File: config.mk
export PLATFORM = sky130hd
export DESIGN_NAME = instr_fetch_unit
export DESIGN_NICKNAME = d
export VERILOG_FILES = /design/src/rtl/instr_fetch_unit.sv
export SDC_FILE = /design/constraint.sdc
export NUM_CORES = 1
export LEC_CHECK = 0
export CAP_MARGIN = 5
export CORE_MARGIN = 2
export CORE_UTILIZATION = 44
export DETAILED_ROUTE_END_ITERATION = 16
export GPL_TIMING_DRIVEN = 0
export MAX_ROUTING_LAYER = met4
export PLACE_DENSITY = 0.79
export SLEW_MARGIN = 20
export SYNTH_ARGS = -nofsm -noshare
export SYNTH_HDL_FRONTEND = slang
export SYNTH_SLANG_ARGS = --single-unit
File: constraint.sdc
create_clock -name clk -period 1.7 [get_ports clk]
set_input_delay 0.17 -clock clk [delete_from_list [all_inputs] [get_ports clk]]
set_output_delay 0.17 -clock clk [all_outputs]
set_load 0.01 [all_outputs]
File: src/rtl/instr_fetch_unit.sv
// Instruction fetch stage: program counter, ROM addressing, and the instruction register for the decoder.
// Optional fetch counter output fetch_cnt is enabled by defining FETCH_PERF_CNT_EN.
module instr_fetch_unit #(
   parameter int                   ADDR_W     = 8,
   parameter int                   INSTR_W    = 16,
   parameter logic [ADDR_W-1:0]    RESET_PC   = 8'h00,
   parameter logic [INSTR_W-1:0]   NOP_INSTR  = 16'h0000,
   parameter logic [INSTR_W-1:0]   HALT_INSTR = 16'hFFFF
) (
   input  logic                clk,
   input  logic                rst_n,
   output logic [ADDR_W-1:0]   rom_addr,
   input  logic [INSTR_W-1:0]  rom_instr,
   input  logic                stall,
   input  logic                branch_en,
   input  logic [ADDR_W-1:0]   branch_target,
   output logic [INSTR_W-1:0]  ir_out,
   output logic [ADDR_W-1:0]   ir_pc,
   output logic                ir_valid,
   output logic                halted
`ifdef FETCH_PERF_CNT_EN
   ,
   output logic [15:0]         fetch_cnt
`endif
);

   typedef enum logic [1:0] {
      S_IDLE = 2'd0,
      S_RUN  = 2'd1,
      S_HALT = 2'd2
   } state_t;

   state_t               r_state;
   state_t               w_state_nxt;
   logic [ADDR_W-1:0]    r_pc;
   logic [ADDR_W-1:0]    w_pc_nxt;
   logic [INSTR_W-1:0]   r_ir;
   logic [INSTR_W-1:0]   w_ir_nxt;
   logic [ADDR_W-1:0]    r_ir_pc;
   logic [ADDR_W-1:0]    w_ir_pc_nxt;
   logic                 r_ir_valid;
   logic                 w_ir_valid_nxt;
   logic                 r_halted;
   logic                 w_halted_nxt;
   logic                 w_load;

   always_ff @(posedge clk or negedge rst_n) begin
      if (!rst_n) begin
         r_state <= S_IDLE;
      end else begin
         r_state <= w_state_nxt;
      end
   end

   // Branch outranks stall; a fetched HALT_INSTR is still delivered as a valid instruction.
   always_comb begin
      w_state_nxt    = r_state;
      w_pc_nxt       = r_pc;
      w_ir_nxt       = r_ir;
      w_ir_pc_nxt    = r_ir_pc;
      w_ir_valid_nxt = r_ir_valid;
      w_halted_nxt   = r_halted;
      w_load         = 1'b0;
      case (r_state)
         S_IDLE: begin
            w_state_nxt = S_RUN;
         end
         S_RUN: begin
            if (branch_en) begin
               w_pc_nxt       = branch_target;
               w_ir_nxt       = NOP_INSTR;
               w_ir_valid_nxt = 1'b0;
            end else if (!stall) begin
               w_load         = 1'b1;
               w_ir_nxt       = rom_instr;
               w_ir_pc_nxt    = r_pc;
               w_ir_valid_nxt = 1'b1;
               if (rom_instr == HALT_INSTR) begin
                  w_halted_nxt = 1'b1;
                  w_state_nxt  = S_HALT;
               end else begin
                  w_pc_nxt = r_pc + ADDR_W'(1);
               end
            end
         end
         S_HALT: begin
            w_ir_valid_nxt = 1'b0;
         end
         default: begin
            w_state_nxt = S_IDLE;
         end
      endcase
   end

   always_ff @(posedge clk or negedge rst_n) begin
      if (!rst_n) begin
         r_pc       <= RESET_PC;
         r_ir       <= NOP_INSTR;
         r_ir_pc    <= '0;
         r_ir_valid <= 1'b0;
         r_halted   <= 1'b0;
      end else begin
         r_pc       <= w_pc_nxt;
         r_ir       <= w_ir_nxt;
         r_ir_pc    <= w_ir_pc_nxt;
         r_ir_valid <= w_ir_valid_nxt;
         r_halted   <= w_halted_nxt;
      end
   end

`ifdef FETCH_PERF_CNT_EN
   logic [15:0] r_fetch_cnt;

   always_ff @(posedge clk or negedge rst_n) begin
      if (!rst_n) begin
         r_fetch_cnt <= '0;
      end else if (w_load && (r_fetch_cnt != 16'hFFFF)) begin
         r_fetch_cnt <= r_fetch_cnt + 16'd1;
      end
   end

   assign fetch_cnt = r_fetch_cnt;
`else
   logic w_load_unused;
   assign w_load_unused = w_load;
`endif

   assign rom_addr = r_pc;
   assign ir_out   = r_ir;
   assign ir_pc    = r_ir_pc;
   assign ir_valid = r_ir_valid;
   assign halted   = r_halted;

endmodule

==> impl_metrics.csv, run 1 <==
group,metric,value,unit
run_status,status,"finished, final reports clean",
cts,clk_latency,0.28,ns
floorplanning,die_area,0.004357,mm2
cells_and_area,antennaDiodeCount,0,
placement,place_area,0.002385,mm2
placement,gp_congestion,0.8276,
route,initialDrtViolationCount,103,
worst_setup_path,critPathMaxStageDelay,0.57,ns
placement,numPortBuffers,61,
timing,setup_viol,0,
cts,clock_path_buffers,2,
grt,grt_util_all_layers,22.90,%
worst_setup_path,endpoint_kind,"flop",
timing,period_minus_slack,1.604,ns
worst_setup_path,cp_data_arrival_time,1.76,ns
route,dr.pass1.iters,4,
floorplanning,die_w,66.01,um
timing,timing.hold.ws,0.3372,ns
route,drt-vias-per-instance,5.651,
worst_setup_path,cp.buffers_inverters,1,
yosys,ys_seq_elements,36,
cts,cts_tree,"yes",
route,routed-via-count,1475,
placement,hpwlAfterDp,3.251,mm
pwr,p_total,2.295,mW
cts,ctsHtreeMaxLevel,2,
timing,worst_slew_pin_slew,0.4611,ns
yosys,syn_inst,140,
route,wirelength,4.409,mm
pwr,internal-power,1.667,mW
job,cap_violations,0,
pwr,power.share.switching,27.38,%
yosys,synth-async-reset-ratio,100.0,%
cells_and_area,drive_above_1_share,15.49,%
pwr,seqPwrFrac,45.9,%
grt,antenna_found_initial,0,
cts,cts.reportedPaths.clkPinSlew,0.07,ns
pwr,combPwrFrac,27.2,%
yosys,yosysSeqAreaShare,53.25,%
timing,hold_viol,0,
pwr,p_switching,0.6284,mW
timing,final.setup.tns,0,ns
pwr,vdd_drop_max,0.0004834,V
yosys,synth.cell_area,0.001692,mm2
route,antenna_left,0,
timing,skew,0.002938,ns
grt,grt_pass1_wl,7.224,mm
route,remaining_drc_errors,0,
yosys,synth_cell_types,41,
cells_and_area,area_delta_synth_final,48.82,%
worst_hold_path,hold_path_class,"input pin to async pin",
timing,max_freq,623.6,MHz
worst_setup_path,crit_chain,"clkdlybuf4s50_1 > nand4_1 > or4_4 > o2111ai_1 > o211ai_1",
floorplanning,initial_utilization,45.86,%
timing,post-route-period-util,94.33,%
worst_setup_path,start_kind,"input pin",
floorplanning,row_count,22,
cts,cts-root-buf,"clkbuf_8",
timing,rsz0062_at_grt,"false",
yosys,synth_edf_count,0,
worst_setup_path,crit_type,"input pin to flop",
timing,maxSlewHeadroom,69.26,%
pwr,p_leak,1.102,nW
yosys,syn_nets,169,
floorplanning,die_h,66.01,um
pwr,clkPwrFrac,26.9,%
cells_and_area,num-fill-cells,289,
grt,grt_max_degree,23,
grt,overflow,0,
cts,cts_inserted_buffers,5,
timing,finalMaxSlewViolations,0,
cts,cts.sinks,36,
worst_setup_path,crit_family,"simple AND/OR/NAND/NOR gates",
cells_and_area,final_nets,241,
worst_setup_path,required,1.85,ns
route,post_drt_wl_per_cell,16.89,um
floorplanning,core,0.003689,mm2
floorplanning,io_pins,62,
yosys,syn_area_per_cell,12.08,um2
grt,grt_pass1_vias,1470,
worst_setup_path,crit_fanout,3,
yosys,ys_warn_count,0,
yosys,ys.flop_type,"dfrtp_1",
pwr,p_per_area,911.6,mW/mm2
cells_and_area,postLayoutCellArea,0.002517,mm2
worst_setup_path,worst_path_max_delay_cell,"or4_4",
-- synthesized netlist by cell type, drive strengths merged (3+ instances only) --
| library cell | number | area [um2] |
|---|---|---|
| a21oi | 3 | 18.77 |
| nand4 | 4 | 25.02 |
| o21ai | 4 | 23.77 |
| nand3 | 3 | 15.01 |
| nor2 | 4 | 15.01 |
| mux2 | 11 | 131.4 |
| a211oi | 6 | 45.04 |
| clkbuf | 5 | 18.77 |
| nand2 | 6 | 22.52 |
| and3 | 4 | 25.02 |
| buf | 4 | 18.76 |
| inv | 6 | 22.52 |
| a22o | 17 | 148.9 |
| dfrtp | 36 | 900.9 |
-- worst paths after layout --
check,depth (start not counted),from,end,slack [ns]
hold reg to reg,1,halted$_DFFE_PN0P_,halted$_DFFE_PN0P_,0.51
hold / removal,2,rst_n,ir_pc[1]$_DFFE_PN0P_,0.34
setup reg to reg,5,r_state[1]$_DFFE_PN0P_,rom_addr[1]$_DFFE_PN0P_,0.1
min in group clk,3,branch_en,rom_addr[1]$_DFFE_PN0P_,0.49
setup / recovery,5,rom_instr[15],rom_addr[7]$_DFFE_PN0P_,0.1
max in group asynchronous,3,rst_n,ir_out[2]$_DFFE_PN0P_,0.93
-- kinds of logic (layout without fill, tap and decap cells) --
group                    Yosys count  after routing  synth area share [%]
multiplexers                      12             12                 8.358
AND/OR/NAND/NOR                   32             32                 13.46
flip-flops                        36             36                 53.25
adder cells (fa/ha/maj)            1              1                0.7395
buffers and inverters             15             88                 3.550
AO/OA/AOI/OAI                     44             44                 20.64
-- flip-flops by register name, indices dropped and copies added (netlist names) --
signal    flops
r_state       2
ir_valid      1
halted        1
rom_addr      8
ir_pc         8
ir_out       16
-- metal layers --
metal	track usage, %	routed length (um)
met4	7.908	71
met3	5.792	216
met5	-	0
met1	30.08	1911
met2	34.85	2211
-- power by group through the flow --
| stage | sequential [mW] | combinational [mW] | clock (mW) |
|---|---|---|---|
| after global placement | 1.06 | 0.602 | 0 |
| after global routing | 1.07 | 0.670 | 0.677 |
| after CTS | 1.05 | 0.630 | 0.637 |
| after detailed placement | 1.07 | 0.619 | 0 |
| final | 1.05 | 0.625 | 0.618 |
| after floorplan | 1.10 | 0.207 | 0 |
-- cell usage in the layout (no fill, tap or decap), drive strengths merged, types with 4 or more instances in the layout --
cell type	Yosys	layout
a211oi	6	6
a22o	17	17
and3	4	4
buf	4	10
clkbuf	5	11
clkdlybuf4s50	0	59
dfrtp	36	36
inv	6	6
mux2	11	11
nand2	6	6
nand4	4	4
nor2	4	4
o21ai	4	4
-- worst register-to-register path, stage by stage, from the launching register on --
cell and delay, ns:
dfrtp_1 0.36, buf_2 0.17, nor2b_2 0.20, nand2_1 0.12, a21oi_2 0.30, mux2_4 0.33
-- metrics by stage --
step | worst slack (ns) | cells | util (%)
6_report | 0.09646 | 261 | 68.25
5_1_grt | 0.01971 | 261 | 68.25
4_1_cts | 0.006321 | 262 | 68.22
3_5_place_dp | -0.4305 | 250 | 64.65
3_3_place_gp | -0.4439 | 249 | 64.04
2_1_floorplan | 0.1242 | 140 | -
-- timing repair --
item | CTS | global route
endpoints found under the hold margin | 14 | 0
hold buffers | 1 | 0
setup endpoints to repair | 16 | 21
resized for setup | 2 | 3
buffers inserted | 3 | 0
pin swaps | 2 | 0
-- final cells by class --
class                      instances  area [um2]  area share, %
inverter                           6       22.52         0.8946
tap                               48       60.06          2.386
sequential                        36       900.9          35.79
clock buffer                       8       90.09          3.579
buffer                             8       35.03          1.392
timing repair buffer              66       668.1          26.54
multi-input combinational         89       740.7          29.42
Power figures use the tool's default switching activity.
==> run 2: changes to the inputs <==
Settings changed: CORE_UTILIZATION 44 to 52, CTS_CLUSTER_SIZE from default to 10, DONT_BUFFER_PORTS from default to 1, PLACE_DENSITY 0.79 to 0.67.
==> impl_metrics.csv, run 2 (same netlist as run 1, synthesis figures left out) <==
group,metric,value,unit
floorplanning,core,0.003078,mm2
pwr,p_per_area,954.3,mW/mm2
floorplanning,die_h,61.04,um
job,cap_violations,0,
grt,grt_max_degree,37,
timing,rsz0062_at_grt,"false",
worst_setup_path,r2r-start,"r_state[1]$_DFFE_PN0P_",
placement,gp_congestion,0.9060,
route,initialDrtViolationCount,65,
cells_and_area,fin_util,65.77,%
cells_and_area,final_nets,195,
worst_setup_path,critPathLaunch,"r_state[1]$_DFFE_PN0P_",
grt,grt_pass1_wl,6.258,mm
worst_setup_path,crit_type,"flop to flop",
timing,timing.hold.ws,0.02855,ns
pwr,p_leak,0.9190,nW
cells_and_area,drive_above_1_share,19.28,%
grt,overflow,0,
worst_setup_path,cp_data_arrival_time,1.88,ns
timing,maxSlewHeadroom,64.86,%
timing,worst_slew_pin_slew,0.5231,ns
route,remaining_drc_errors,0,
floorplanning,die_area,0.003725,mm2
cts,clk_latency,0.35,ns
floorplanning,io_pins,62,
route,drt-vias-per-instance,6.181,
cells_and_area,layout_commonest_cell,"dfrtp_1",
worst_hold_path,hold_path_class,"input pin to flop",
cts,cts-root-buf,"clkbuf_4",
cells_and_area,num-fill-cells,239,
cells_and_area,largest_register_ff_count,16,
cts,ctsHtreeMaxLevel,2,
cts,cts_inserted_buffers,5,
cts,cts.sinks,36,
worst_setup_path,rrSetupSlack,0.06,ns
floorplanning,die_w,61.04,um
worst_setup_path,reg2reg_depth,4,
worst_setup_path,required,1.94,ns
worst_setup_path,crit_end,"ir_pc[3]$_DFFE_PN0P_",
timing,hold_viol,0,
cells_and_area,antennaDiodeCount,0,
timing,setup_viol,0,
worst_setup_path,crit_fanout,10,
pwr,vdd_drop_max,0.0004950,V
worst_setup_path,endpoint_kind,"flop",
worst_setup_path,start_kind,"flop",
route,wirelength,4.038,mm
run_status,status,"finished, final reports clean",
timing,post-route-period-util,96.37,%
route,routed-via-count,1298,
route,antenna_left,0,
floorplanning,row_count,20,
timing,final.setup.tns,0,ns
timing,period_minus_slack,1.638,ns
floorplanning,initial_utilization,54.96,%
cells_and_area,mostFrequentLayoutCells,"dfrtp_1 (36), a22o_1 (17), dlygate4sd3_1 (17)",
cells_and_area,area_delta_synth_final,19.67,%
route,dr.pass1.iters,4,
route,post_drt_wl_per_cell,19.23,um
cts,cts.reportedPaths.clkPinSlew,0.10,ns
timing,finalMaxSlewViolations,0,
grt,grt_util_all_layers,24.43,%
pwr,p_total,1.932,mW
cts,clock_path_buffers,2,
grt,grt_pass1_vias,1340,
cts,cts_tree,"yes",
placement,numPortBuffers,0,
timing,skew,0.004693,ns
grt,antenna_found_initial,0,
worst_hold_path,hp-start,"stall",
placement,hpwlAfterDp,2.628,mm
worst_setup_path,r2r_end,"ir_pc[3]$_DFFE_PN0P_",
timing,max_freq,610.4,MHz
[run 2: cell count changes in the layout (fill, tap and decap cells not counted), sizes merged]
cell,before,now
clkdlybuf4s50,59,0
dlymetal6s2s,1,0
dlygate4sd3,1,17
buf,10,6
clkbuf,11,12
[run 2: metrics by stage]
step                      instances  worst slack, ns  instance area, um2
after floorplan                 140           0.1242                1692
after global placement          184         -0.07928                1747
after detailed placement        184          -0.1112                1747
after CTS                       211          0.03047                2019
after global routing            210        0.0006757                2024
final                           210          0.06168                2024
[run 2: critical path: stages (launching register included)]
cell,delay [ns]
dfrtp_1,0.37
buf_2,0.18
nor4b_4,0.35
clkbuf_4,0.28
mux2_2,0.35
[run 2: final cells by class]
class	instances	area (um2)	share of cell area, %
flip-flops and latches	36	900.9	44.50
multi-input cells	89	738.2	36.46
repair buffers	20	205.2	10.14
clock buffers	7	65.06	3.214
well taps	44	55.05	2.719
plain buffers	8	37.54	1.854
inverters	6	22.52	1.112
[run 2: timing repair]
action | 4_1_cts | 5_1_grt
hold buffers | 18 | 0
hold endpoints to repair | 52 | 0
gates resized for setup | 1 | 4
setup buffers | 2 | 0
setup endpoints to repair | 11 | 19
pin swaps | 1 | 0
[run 2: how the worst min path moves through the flow]
stage	end	slack (ns)	cells after the start
detailed placement	ir_out[3]$_DFFE_PN0P_	-0.12	0
CTS	r_state[0]$_DFFE_PN0P_	0.02	2
global route	r_state[0]$_DFFE_PN0P_	0.03	2
global placement	ir_out[3]$_DFFE_PN0P_	-0.12	0
floorplan	halted$_DFFE_PN0P_	-0.13	0
finish	r_state[1]$_DFFE_PN0P_	0.03	3
[run 2: where the power goes]
part | switching [mW] | leakage, nW | internal (mW) | total, mW
Sequential | 0.154 | 0.450 | 0.962 | 1.12
Combinational | 0.140 | 0.431 | 0.167 | 0.307
Clock | 0.275 | 0.0374 | 0.234 | 0.509
[run 2: metal layers]
metal  share of wire (%)  GRT usage [%]
met1                  43          29.00
met2                  49          37.54
met3                 6.8          7.353
met4                 2.0          12.42
met5                   0              -
==> run 3: changes to the inputs <==
Settings changed: HOLD_SLACK_MARGIN from default to 0.05.
==> impl_metrics.csv, run 3 (same netlist as run 1, synthesis figures left out) <==
group,metric,value,unit
floorplanning,die_h,61.04,um
route,remaining_drc_errors,0,
route,antenna_left,0,
pwr,p_total,1.944,mW
pwr,seqPwrFrac,57.5,%
placement,place_area,0.001747,mm2
route,routed-via-count,1315,
floorplanning,initial_utilization,54.96,%
placement,hpwlAfterDp,2.628,mm
worst_setup_path,crit_end,"ir_pc[3]$_DFFE_PN0P_",
worst_setup_path,crit_family,"buffers and inverters",
placement,numPortBuffers,0,
worst_setup_path,crit_type,"flop to flop",
cells_and_area,drive_above_1_share,18.60,%
grt,antenna_found_initial,0,
worst_setup_path,worst_path_max_delay_cell,"dfrtp_1",
cts,cts.sinks,36,
worst_setup_path,critPathLaunch,"r_state[1]$_DFFE_PN0P_",
timing,post-route-period-util,95.93,%
timing,period_minus_slack,1.631,ns
route,wirelength,4.093,mm
pwr,p_leak,0.9440,nW
worst_setup_path,required,1.94,ns
worst_setup_path,start_kind,"flop",
worst_setup_path,crit_fanout,10,
pwr,p_per_area,932.5,mW/mm2
cts,clock_path_buffers,2,
worst_setup_path,crit_chain,"buf_2 > nor4b_4 > clkbuf_4 > mux2_2",
worst_setup_path,r2r-start,"r_state[1]$_DFFE_PN0P_",
timing,finalMaxSlewViolations,0,
grt,overflow,0,
route,post_drt_wl_per_cell,18.95,um
grt,grt_pass1_wl,6.375,mm
cells_and_area,mostFrequentLayoutCells,"dfrtp_1 (36), dlygate4sd3_1 (23), a22o_1 (17)",
cells_and_area,area_delta_synth_final,23.22,%
timing,max_freq,613.2,MHz
pwr,vdd_drop_max,0.0004941,V
cts,clk_latency,0.35,ns
worst_setup_path,cp.depth,4,
worst_setup_path,reg2reg_depth,4,
timing,skew,0.004204,ns
cells_and_area,antennaDiodeCount,0,
floorplanning,row_count,20,
run_status,status,"finished, final reports clean",
placement,gp_congestion,0.9060,
pwr,combPwrFrac,16.4,%
pwr,p_switching,0.5714,mW
cells_and_area,num-fill-cells,241,
timing,setup_viol,0,
job,cap_violations,0,
worst_setup_path,cp.buffers_inverters,2,
grt,grt_util_all_layers,24.98,%
floorplanning,die_w,61.04,um
timing,worst_slew_pin_slew,0.5227,ns
timing,hold_viol,0,
route,drt-vias-per-instance,6.088,
cts,cts_inserted_buffers,5,
pwr,clkPwrFrac,26.1,%
floorplanning,io_pins,62,
grt,grt_max_degree,37,
worst_setup_path,cp_data_arrival_time,1.87,ns
pwr,internal-power,1.372,mW
grt,grt_pass1_vias,1391,
route,dr.pass1.iters,4,
pwr,power.share.switching,29.40,%
worst_hold_path,hold_path_class,"input pin to flop",
cells_and_area,layoutNonFillerInstCount,216,
cells_and_area,layout_commonest_cell,"dfrtp_1",
cts,cts-root-buf,"clkbuf_4",
cells_and_area,largest_register_ff_count,16,
cells_and_area,fin_util,67.72,%
worst_setup_path,r2r_end,"ir_pc[3]$_DFFE_PN0P_",
floorplanning,core,0.003078,mm2
worst_setup_path,rrSetupSlack,0.07,ns
floorplanning,die_area,0.003725,mm2
worst_setup_path,endpoint_kind,"flop",
cts,cts_tree,"yes",
cts,ctsHtreeMaxLevel,2,
placement,place_inst,184,
cts,cts.reportedPaths.clkPinSlew,0.10,ns
timing,maxSlewHeadroom,64.89,%
worst_setup_path,critPathMaxStageDelay,0.37,ns
timing,rsz0062_at_grt,"false",
cells_and_area,postLayoutCellArea,0.002085,mm2
cells_and_area,final_nets,201,
route,initialDrtViolationCount,71,
run 3: final cells by class:
class | instances | area (um2) | area share, %
clock buffers | 7 | 65.06 | 3.121
repair buffers | 26 | 265.3 | 12.73
flip-flops and latches | 36 | 900.9 | 43.22
well taps | 44 | 55.05 | 2.641
multi-input cells | 89 | 738.2 | 35.41
plain buffers | 8 | 37.54 | 1.801
inverters | 6 | 22.52 | 1.080
run 3: worst register-to-register path, stage by stage (launching register included):
cell and delay [ns]:
dfrtp_1 0.37, buf_2 0.17, nor4b_4 0.35, clkbuf_4 0.28, mux2_2 0.35
run 3: worst min-delay path by stage:
stage | startpoint | end | slack, ns | cells after the start
global route | branch_target[0] | rom_addr[0]$_DFFE_PN0P_ | 0.08 | 3
global placement | rst_n | ir_out[3]$_DFFE_PN0P_ | -0.12 | 0
CTS | branch_target[7] | rom_addr[7]$_DFFE_PN0P_ | 0.08 | 3
detailed placement | rst_n | ir_out[3]$_DFFE_PN0P_ | -0.12 | 0
floorplan | rst_n | halted$_DFFE_PN0P_ | -0.13 | 0
finish | branch_target[0] | rom_addr[0]$_DFFE_PN0P_ | 0.08 | 3
run 3: power by group through the flow:
stage / combinational (mW) / sequential, mW / clock [mW]
after global routing: 0.355 / 1.14 / 0.564
final: 0.319 / 1.12 / 0.508
after floorplan: 0.207 / 1.10 / 0
after detailed placement: 0.245 / 1.13 / 0
after CTS: 0.318 / 1.12 / 0.515
after global placement: 0.236 / 1.13 / 0
run 3: repair_timing:
item	in CTS	in global routing
gates resized for setup	1	4
endpoints found under the hold margin	60	0
pin swaps	1	0
buffers inserted	2	0
hold buffers	24	0
endpoints found under the setup margin	11	18
run 3: metrics by stage:
stage	setup slack, ns	TNS [ns]	hold WS, ns
2_1_floorplan	0.1242	0	-0.1256
3_3_place_gp	-0.07928	-0.3157	-0.1247
3_5_place_dp	-0.1112	-0.5541	-0.1248
4_1_cts	0.03047	0	0.07956
5_1_grt	0.001248	0	0.07789
6_report	0.06926	0	0.08252
run 3: metal layers:
layer / share of wire, % / up-vias / routed length [um] / GRT usage, %
met2: 50 / 57 / 2033 / 38.60
met3: 7.8 / 10 / 319 / 7.983
met4: 2.2 / 0 / 92 / 13.66
met5: 0 / - / 0 / -
li1: - / 605 / - / -
met1: 40 / 643 / 1647 / 28.73
